## src/rtl/seg7_scan_driver_pkg.sv

```systemverilog
// Shared constants for the seven-segment scan driver: active-low hex glyphs and index sizing.
// Latency: none (package only).
// Backpressure: none (package only).
package seg7_pkg;

    // Active-low glyphs, bit0=a .. bit6=g; a 0 bit lights that segment.
    localparam logic [6:0] SEG_0     = 7'h40;
    localparam logic [6:0] SEG_1     = 7'h79;
    localparam logic [6:0] SEG_2     = 7'h24;
    localparam logic [6:0] SEG_3     = 7'h30;
    localparam logic [6:0] SEG_4     = 7'h19;
    localparam logic [6:0] SEG_5     = 7'h12;
    localparam logic [6:0] SEG_6     = 7'h02;
    localparam logic [6:0] SEG_7     = 7'h78;
    localparam logic [6:0] SEG_8     = 7'h00;
    localparam logic [6:0] SEG_9     = 7'h10;
    localparam logic [6:0] SEG_A     = 7'h08;
    localparam logic [6:0] SEG_B     = 7'h03;
    localparam logic [6:0] SEG_C     = 7'h46;
    localparam logic [6:0] SEG_D     = 7'h21;
    localparam logic [6:0] SEG_E     = 7'h06;
    localparam logic [6:0] SEG_F     = 7'h0E;
    localparam logic [6:0] SEG_BLANK = 7'h7F;

    // Digit index width; a single-digit display still gets a 1-bit index.
    function automatic int idx_width(input int num_digits);
        return (num_digits <= 1) ? 1 : $clog2(num_digits);
    endfunction

endpackage

```

## src/rtl/seg7_scan_driver_if.sv

```systemverilog
// Host-side bundle of the scan driver: load handshake, display controls and panel outputs.
// Latency: none (wiring only).
// Backpressure: none; load is a strobe, pending tells the host a staged value is still waiting.
// Ports: value/dp_in/blank_mask/load/enable from host; seg/dp_n/an/frame_done/pending to host.
interface seg7_scan_driver_if #(
    parameter int NUM_DIGITS = 4
);
    logic [4*NUM_DIGITS-1:0] value;
    logic [NUM_DIGITS-1:0]   dp_in;
    logic [NUM_DIGITS-1:0]   blank_mask;
    logic                    load;
    logic                    enable;
    logic [6:0]              seg;
    logic                    dp_n;
    logic [NUM_DIGITS-1:0]   an;
    logic                    frame_done;
    logic                    pending;

    modport master (
        output value, dp_in, blank_mask, load, enable,
        input  seg, dp_n, an, frame_done, pending
    );

    modport slave (
        input  value, dp_in, blank_mask, load, enable,
        output seg, dp_n, an, frame_done, pending
    );
endinterface

```

## src/rtl/seg7_hex_lut.sv

```systemverilog
// Hex nibble to active-low seven-segment glyph decoder.
// Latency: combinational.
// Backpressure: none.
// Ports: nibble (4-bit in), seg (7-bit active-low out, bit0=a .. bit6=g).
module seg7_hex_lut
    import seg7_pkg::*;
(
    input  logic [3:0] nibble,
    output logic [6:0] seg
);

    always_comb begin
        seg = SEG_BLANK;
        case (nibble)
            4'h0: seg = SEG_0;
            4'h1: seg = SEG_1;
            4'h2: seg = SEG_2;
            4'h3: seg = SEG_3;
            4'h4: seg = SEG_4;
            4'h5: seg = SEG_5;
            4'h6: seg = SEG_6;
            4'h7: seg = SEG_7;
            4'h8: seg = SEG_8;
            4'h9: seg = SEG_9;
            4'hA: seg = SEG_A;
            4'hB: seg = SEG_B;
            4'hC: seg = SEG_C;
            4'hD: seg = SEG_D;
            4'hE: seg = SEG_E;
            4'hF: seg = SEG_F;
            default: seg = SEG_BLANK;
        endcase
    end

endmodule

```

## src/rtl/seg7_scan_driver.sv

```systemverilog
// Time-multiplexed common-anode hex display driver with double-buffered load and digit blanking.
// Latency: an/seg/dp_n registered one cycle after the scan index; loads commit at the next frame end.
// Backpressure: none; load always accepted (last-wins), pending=1 while staged data awaits commit.
// Ports: clk, rst_n (async active-low), bus (seg7_scan_driver_if.slave).
module seg7_scan_driver
    import seg7_pkg::*;
#(
    parameter int NUM_DIGITS  = 4,
    parameter int REFRESH_DIV = 50000,
    parameter int LZ_BLANK    = 1
) (
    input  logic              clk,
    input  logic              rst_n,
    seg7_scan_driver_if.slave bus
);

    localparam int IW = idx_width(NUM_DIGITS);
    localparam int PW = $clog2(REFRESH_DIV);
    localparam logic [PW-1:0] PRESC_LAST = PW'(REFRESH_DIV - 1);
    localparam logic [IW-1:0] IDX_LAST   = IW'(NUM_DIGITS - 1);

    logic [PW-1:0]           presc;
    logic [IW-1:0]           idx;
    logic                    tick;
    logic                    frame_end;

    logic [4*NUM_DIGITS-1:0] staged_val;
    logic [NUM_DIGITS-1:0]   staged_dp;
    logic [NUM_DIGITS-1:0]   staged_blank;
    logic [4*NUM_DIGITS-1:0] shadow_val;
    logic [NUM_DIGITS-1:0]   shadow_dp;
    logic [NUM_DIGITS-1:0]   shadow_blank;
    logic                    pending_q;

    logic [NUM_DIGITS-1:0]   lz_vec;
    logic [3:0]              cur_nib;
    logic                    cur_dp;
    logic                    cur_blank;
    logic                    cur_lz;
    logic                    zero_run;
    logic                    blanked;
    logic [NUM_DIGITS-1:0]   an_next;
    logic [6:0]              lut_seg;

    logic [6:0]              seg_q;
    logic                    dp_n_q;
    logic [NUM_DIGITS-1:0]   an_q;
    logic                    frame_done_q;

    always_comb begin
        tick      = bus.enable && (presc == PRESC_LAST);
        frame_end = tick && (idx == IDX_LAST);
    end

    // Prescaler and digit index; both are held at zero while the display is disabled.
    always_ff @(posedge clk or negedge rst_n) begin
        if (!rst_n) begin
            presc <= '0;
            idx   <= '0;
        end else if (!bus.enable) begin
            presc <= '0;
            idx   <= '0;
        end else if (tick) begin
            presc <= '0;
            idx   <= (idx == IDX_LAST) ? '0 : idx + IW'(1);
        end else begin
            presc <= presc + PW'(1);
        end
    end

    // Staged register takes every load; the shadow only changes at a frame end so a
    // digit never changes mid-frame. A load landing on the frame end bypasses staging.
    always_ff @(posedge clk or negedge rst_n) begin
        if (!rst_n) begin
            staged_val   <= '0;
            staged_dp    <= '0;
            staged_blank <= '0;
            shadow_val   <= '0;
            shadow_dp    <= '0;
            shadow_blank <= '0;
            pending_q    <= 1'b0;
        end else begin
            if (bus.load) begin
                staged_val   <= bus.value;
                staged_dp    <= bus.dp_in;
                staged_blank <= bus.blank_mask;
            end
            if (frame_end) begin
                if (bus.load) begin
                    shadow_val   <= bus.value;
                    shadow_dp    <= bus.dp_in;
                    shadow_blank <= bus.blank_mask;
                end else if (pending_q) begin
                    shadow_val   <= staged_val;
                    shadow_dp    <= staged_dp;
                    shadow_blank <= staged_blank;
                end
                pending_q <= 1'b0;
            end else if (bus.load) begin
                pending_q <= 1'b1;
            end
        end
    end

    // Leading-zero map: scan from the top digit down while every nibble seen is zero.
    // Digit 0 is excluded so an all-zero value still shows a single "0".
    always_comb begin
        lz_vec    = '0;
        zero_run  = 1'b1;
        cur_nib   = 4'h0;
        cur_dp    = 1'b0;
        cur_blank = 1'b0;
        cur_lz    = 1'b0;
        an_next   = '1;
        for (int k = NUM_DIGITS - 1; k >= 0; k--) begin
            zero_run  = zero_run && (shadow_val[4*k +: 4] == 4'h0);
            lz_vec[k] = zero_run && (k != 0);
        end
        for (int k = 0; k < NUM_DIGITS; k++) begin
            if (idx == IW'(k)) begin
                cur_nib    = shadow_val[4*k +: 4];
                cur_dp     = shadow_dp[k];
                cur_blank  = shadow_blank[k];
                cur_lz     = lz_vec[k];
                an_next[k] = 1'b0;
            end
        end
        blanked = cur_blank || ((LZ_BLANK != 0) && cur_lz);
    end

    seg7_hex_lut u_hex_lut (
        .nibble (cur_nib),
        .seg    (lut_seg)
    );

    // Output stage: an, seg and dp_n share one register stage so they switch together.
    always_ff @(posedge clk or negedge rst_n) begin
        if (!rst_n) begin
            an_q         <= '1;
            seg_q        <= SEG_BLANK;
            dp_n_q       <= 1'b1;
            frame_done_q <= 1'b0;
        end else begin
            frame_done_q <= frame_end;
            if (!bus.enable) begin
                an_q   <= '1;
                seg_q  <= SEG_BLANK;
                dp_n_q <= 1'b1;
            end else begin
                an_q   <= an_next;
                seg_q  <= blanked ? SEG_BLANK : lut_seg;
                dp_n_q <= blanked ? 1'b1 : ~cur_dp;
            end
        end
    end

    assign bus.seg        = seg_q;
    assign bus.dp_n       = dp_n_q;
    assign bus.an         = an_q;
    assign bus.frame_done = frame_done_q;
    assign bus.pending    = pending_q;

endmodule
```

## src/flat_wrapper.sv

```systemverilog
// flat-port wrapper written by rule: the top's interface ports become plain ports
module seg7_scan_driver_flat import seg7_pkg::*;
#(
    parameter int NUM_DIGITS  = 4,
    parameter int REFRESH_DIV = 50000,
    parameter int LZ_BLANK    = 1
)
  (clk, rst_n, bus_value, bus_dp_in, bus_blank_mask, bus_load, bus_enable, bus_seg, bus_dp_n, bus_an, bus_frame_done, bus_pending);
  seg7_scan_driver_if #(.NUM_DIGITS(NUM_DIGITS)) bus_i ();
  input  logic clk;
  input  logic rst_n;
  input wire logic [$bits(bus_i.value)-1:0] bus_value;
  input wire logic [$bits(bus_i.dp_in)-1:0] bus_dp_in;
  input wire logic [$bits(bus_i.blank_mask)-1:0] bus_blank_mask;
  input wire logic [$bits(bus_i.load)-1:0] bus_load;
  input wire logic [$bits(bus_i.enable)-1:0] bus_enable;
  output wire logic [$bits(bus_i.seg)-1:0] bus_seg;
  output wire logic [$bits(bus_i.dp_n)-1:0] bus_dp_n;
  output wire logic [$bits(bus_i.an)-1:0] bus_an;
  output wire logic [$bits(bus_i.frame_done)-1:0] bus_frame_done;
  output wire logic [$bits(bus_i.pending)-1:0] bus_pending;
  assign bus_i.value = bus_value;
  assign bus_i.dp_in = bus_dp_in;
  assign bus_i.blank_mask = bus_blank_mask;
  assign bus_i.load = bus_load;
  assign bus_i.enable = bus_enable;
  assign bus_seg = bus_i.seg;
  assign bus_dp_n = bus_i.dp_n;
  assign bus_an = bus_i.an;
  assign bus_frame_done = bus_i.frame_done;
  assign bus_pending = bus_i.pending;
  seg7_scan_driver #(.NUM_DIGITS(NUM_DIGITS), .REFRESH_DIV(REFRESH_DIV), .LZ_BLANK(LZ_BLANK)) u_core (.clk(clk), .rst_n(rst_n), .bus(bus_i));
endmodule
```

## config.mk

```make
export PLATFORM = sky130hd
export DESIGN_NAME = seg7_scan_driver_flat
export DESIGN_NICKNAME = d
export VERILOG_FILES = /design/src/rtl/seg7_scan_driver_pkg.sv /design/src/rtl/seg7_scan_driver_if.sv /design/src/rtl/seg7_hex_lut.sv /design/src/rtl/seg7_scan_driver.sv /design/src/flat_wrapper.sv
export SDC_FILE = /design/constraint.sdc
export NUM_CORES = 1
export LEC_CHECK = 0
export CAP_MARGIN = 20
export CELL_PAD_IN_SITES_DETAIL_PLACEMENT = 1
export CELL_PAD_IN_SITES_GLOBAL_PLACEMENT = 1
export CORE_MARGIN = 1.5
export CORE_UTILIZATION = 43
export CTS_BUF_LIST = sky130_fd_sc_hd__clkbuf_8
export DETAILED_ROUTE_END_ITERATION = 8
export PLACE_DENSITY_LB_ADDON = 0.1
export SLEW_MARGIN = 5
export SYNTH_ARGS = -nofsm -noshare
export SYNTH_HDL_FRONTEND = slang
export SYNTH_SLANG_ARGS = --single-unit
```

## constraint.sdc

```tcl
create_clock -name clk -period 2.15 [get_ports clk]
set_clock_uncertainty 0.15 [all_clocks]
set_input_delay 0.43 -clock clk [delete_from_list [all_inputs] [get_ports clk]]
set_output_delay 0.43 -clock clk [all_outputs]
set_load 0.01 [all_outputs]
```

==> results.json <==
{
  "ir_worst_vdd_mv": 0.4346,
  "hold_path.class": "flip-flop to flip-flop",
  "post-dp-hpwl_um": 5808,
  "dieArea_um2": 9232,
  "syn_area_um2": 3726,
  "crit_path_start_kind": "flip-flop",
  "violations": "setup timing",
  "worstHoldEndpoint": "u_core.presc[0]$_DFF_PN0_",
  "clk_pin_slew_ns": 0.09,
  "critPathMaxStageDelay_ns": 0.47,
  "cts_sinks": 80,
  "leakage_nw": 2.211,
  "synth_edf_count": 0,
  "yosys.area.top_type": "dfrtp_1",
  "crit_required_ns": 2.30,
  "clkLatencyLatePin_ns": 0.35,
  "fill_cells": 829,
  "worstPathCellList": "buf_6 > ha_4 > nand3b_1 > a31oi_4 > inv_2 > ha_4 > nor2_1 > a211o_1 > nand3_2",
  "wl_per_cell_um": 17.79,
  "cpMostUsedCell": "ha_4",
  "synthesis.nets": 338,
  "post_synth_num_cell_types": 46,
  "synthCells": 299,
  "tightest_slew_ns": 0.5252,
  "ctsHtreeMaxLevel": 3,
  "yosysWarnings": 0,
  "wirelength_um": 8860,
  "grt_first_pass_wirelength_um": 13750,
  "max_freq_mhz": 459.2,
  "grtUsageTotal": 0.1985,
  "row_count": 33,
  "initial_core_util": 0.4490,
  "yosys.area_share.simple": 0.1266,
  "swShare": 0.2218,
  "vias_per_cell": 5.303,
  "maxSlewHeadroom": 0.6490,
  "synth_top_area_frac": 0.4567,
  "finalSetupViolCount": 1,
  "yosys-top-cells-count": "dfrtp_1, mux2_2, nor2_1",
  "worstPathMaxFanout": 6,
  "slowest_stage": "dfrtp_2",
  "cp.arrival_ns": 2.33,
  "die_h_um": 96.09,
  "synth.area.top_cells": "dfrtp_1, dfstp_2, mux2_2, mux2_4, ha_1",
  "ff2ff_setup_slack_ns": -0.03,
  "fp.coreArea_um2": 8299,
  "p_int_mw": 2.271,
  "nets": 427,
  "async_flop_share": 1.000,
  "place_congestion": 0.8292,
  "p_sw_mw": 0.6474,
  "grt_max_degree": 38,
  "grt_pass1_vias": 2827,
  "r2r_start": "u_core.idx[0]$_DFFE_PN0P_",
  "diodes": 0,
  "ios": 42,
  "drive_above_1_share": 0.4224,
  "antenna_left": 0,
  "vias": 2641,
  "synth_xor_area_frac": 0.03291,
  "drtIter0Drc": 86,
  "pwr-share-comb": 0.072,
  "dr.pass1.iters": 4,
  "hold_depth": 1,
  "cp-end-kind": "flip-flop",
  "min_from": "u_core.presc[0]$_DFF_PN0_",
  "drv_cap": 0,
  "port_buffers": 41,
  "root_buffer": "clkbuf_8",
  "synth_top_family_by_area": "multiplexers",
  "drc_errors": 0,
  "synth-main-ff-cell": "dfrtp_1",
  "grt_setup_unrepaired": "true",
  "power_frac_seq": 0.542,
  "worst_r2r_path_depth": 9,
  "p_per_area_nw_per_um2": 584.4,
  "synth_compound_area_frac": 0.05944,
  "antenna_found_initial": 0,
  "die_w_um": 96.09,
  "status": "finished with violations",
  "p_total_mw": 2.918,
  "avgSynthCellArea_um2": 12.46,
  "hold_violations": 0,
  "crit_type": "flip-flop to flip-flop",
  "cts_tree": "done",
  "fin_crit_sh": 1.013,
  "synth_most_common_cell": "dfrtp_1",
  "drv_slew": 0,
  "grt_overflow": 0,
  "muxShareOfSynthArea": 0.1706,
  "timing.rr.end": "u_core.bus.seg[1]$_DFF_PN1_",
  "setup_ws_ns": -0.02772,
  "syn2layout_area_growth_pct": 34.02,
  "post-route-min-period_ns": 2.178,
  "ys_seq_area_frac": 0.5413,
  "pwr-share-clk": 0.387,
  "dp_slack_ns": -0.2081,
  "synthAdderAreaFrac": 0.03694,
  "ys_ff_latch": 80,
  "clk_path_buf_depth": 2,
  "cts_buffers": 9
}
repair_timing:
action | in CTS | in global routing
gates cloned | 0 | 2
hold buffers | 1 | 0
resized for setup | 12 | 28
endpoints found under the setup margin | 29 | 31
setup buffers | 7 | 6
hold endpoints to repair | 10 | 0
pin swaps | 5 | 12
worst max-delay path by stage:
stage	startpoint	endpoint	slack (ns)
after floorplan	u_core.presc[10]$_DFF_PN0_	u_core.shadow_blank[0]$_DFFE_PN0P_	0.005
after global placement	u_core.idx[0]$_DFFE_PN0P_	u_core.bus.seg[0]$_DFF_PN1_	-0.1
after detailed placement	u_core.idx[0]$_DFFE_PN0P_	u_core.bus.seg[0]$_DFF_PN1_	-0.21
after CTS	u_core.idx[0]$_DFFE_PN0P_	u_core.bus.seg[1]$_DFF_PN1_	0.001
after global routing	u_core.idx[0]$_DFFE_PN0P_	u_core.bus.seg[1]$_DFF_PN1_	-0.14
final	u_core.idx[0]$_DFFE_PN0P_	u_core.bus.seg[1]$_DFF_PN1_	-0.03
state kept, by name (all words and copies together), names as in the netlist, 2 cells and up:
register / flops
u_core.shadow_val: 16
u_core.staged_blank: 4
u_core.presc: 16
u_core.staged_dp: 4
u_core.shadow_dp: 4
u_core.bus.seg: 7
u_core.bus.an: 4
u_core.staged_val: 16
u_core.idx: 2
u_core.shadow_blank: 4
placed cells by master (no fill, tap or decap), types with 3 or more instances in the layout:
master           synthesis  routed
o21ai_0                  7       3
a21oi_2                  0       3
clkbuf_8                 0      11
xnor2_1                 12      12
ha_4                     0       4
ha_1                    11       4
nand3b_1                 6       6
nor4_1                   3       3
nor3_1                   4       3
mux2_2                  28      28
dfstp_2                 12      12
nor2b_1                  4       4
a211oi_2                 0       3
o21ai_1                  0       4
dfrtp_1                 68      66
inv_1                    8       6
inv_2                    1       5
ha_2                     0       3
nand2_1                 21      20
nand2b_1                 4       3
nor2_1                  26      23
nand3_1                  8       7
clkdlybuf4s50_1          0      40
mux2_4                  20      20
buf_4                    0      43
through the flow:
stage	area, um^2	setup TNS, ns	hold WS (ns)	utilization	cells
finish	4994	-0.02772	0.3235	0.6017	498
global route	4994	-1.164	0.3510	0.6017	498
CTS	4806	0	0.3308	0.5791	490
detailed placement	4489	-2.528	0.1824	0.5409	466
global placement	4489	-1.730	0.1819	0.5409	466
floorplan	3774	0	-0.01559	-	299
power by group through the flow:
| stage | logic [mW] | clock network (mW) | registers [mW] |
|---|---|---|---|
| floorplan | 0.0830 | 0 | 1.61 |
| finish | 0.210 | 1.13 | 1.58 |
| CTS | 0.214 | 1.16 | 1.58 |
| detailed placement | 0.211 | 0 | 1.61 |
| global placement | 0.209 | 0 | 1.61 |
| global route | 0.232 | 1.21 | 1.59 |
worst max-delay path: cells and delay by family, from the launching register on:
kind / cells / cell delay [ns]
simple gates: 3 / 0.34
flops: 1 / 0.47
fa+ha+maj: 2 / 0.45
compound gates: 2 / 0.50
buf+inv: 2 / 0.23
layer usage:
layer | GRT usage | part of all wire | up-vias
li1 | - | - | 1225
met1 | 0.2452 | 0.44 | 1365
met2 | 0.3480 | 0.53 | 36
met3 | 0.03318 | 0.021 | 15
met4 | 0.07108 | 0.014 | 0
met5 | 0 | 0 | -
cells by family after synthesis:
family | Yosys count
buffers and inverters | 21
adder cells (fa/ha/maj) | 11
XOR/XNOR | 14
AND/OR/NAND/NOR | 90
AO/OA/AOI/OAI | 33
multiplexers | 50
flip-flops | 80
layout make-up:
cell class                 count  area (um^2)  area share
multi-input combinational    198         1782      0.3568
clock buffer                  11        151.4     0.03032
timing repair buffer          90        825.8      0.1654
clock inverter                 5        50.05     0.01002
sequential                    80         2019      0.4044
inverter                       9        33.78    0.006765
tap                          105        131.4     0.02631
Note: power is estimated with default switching activity, not from simulation.
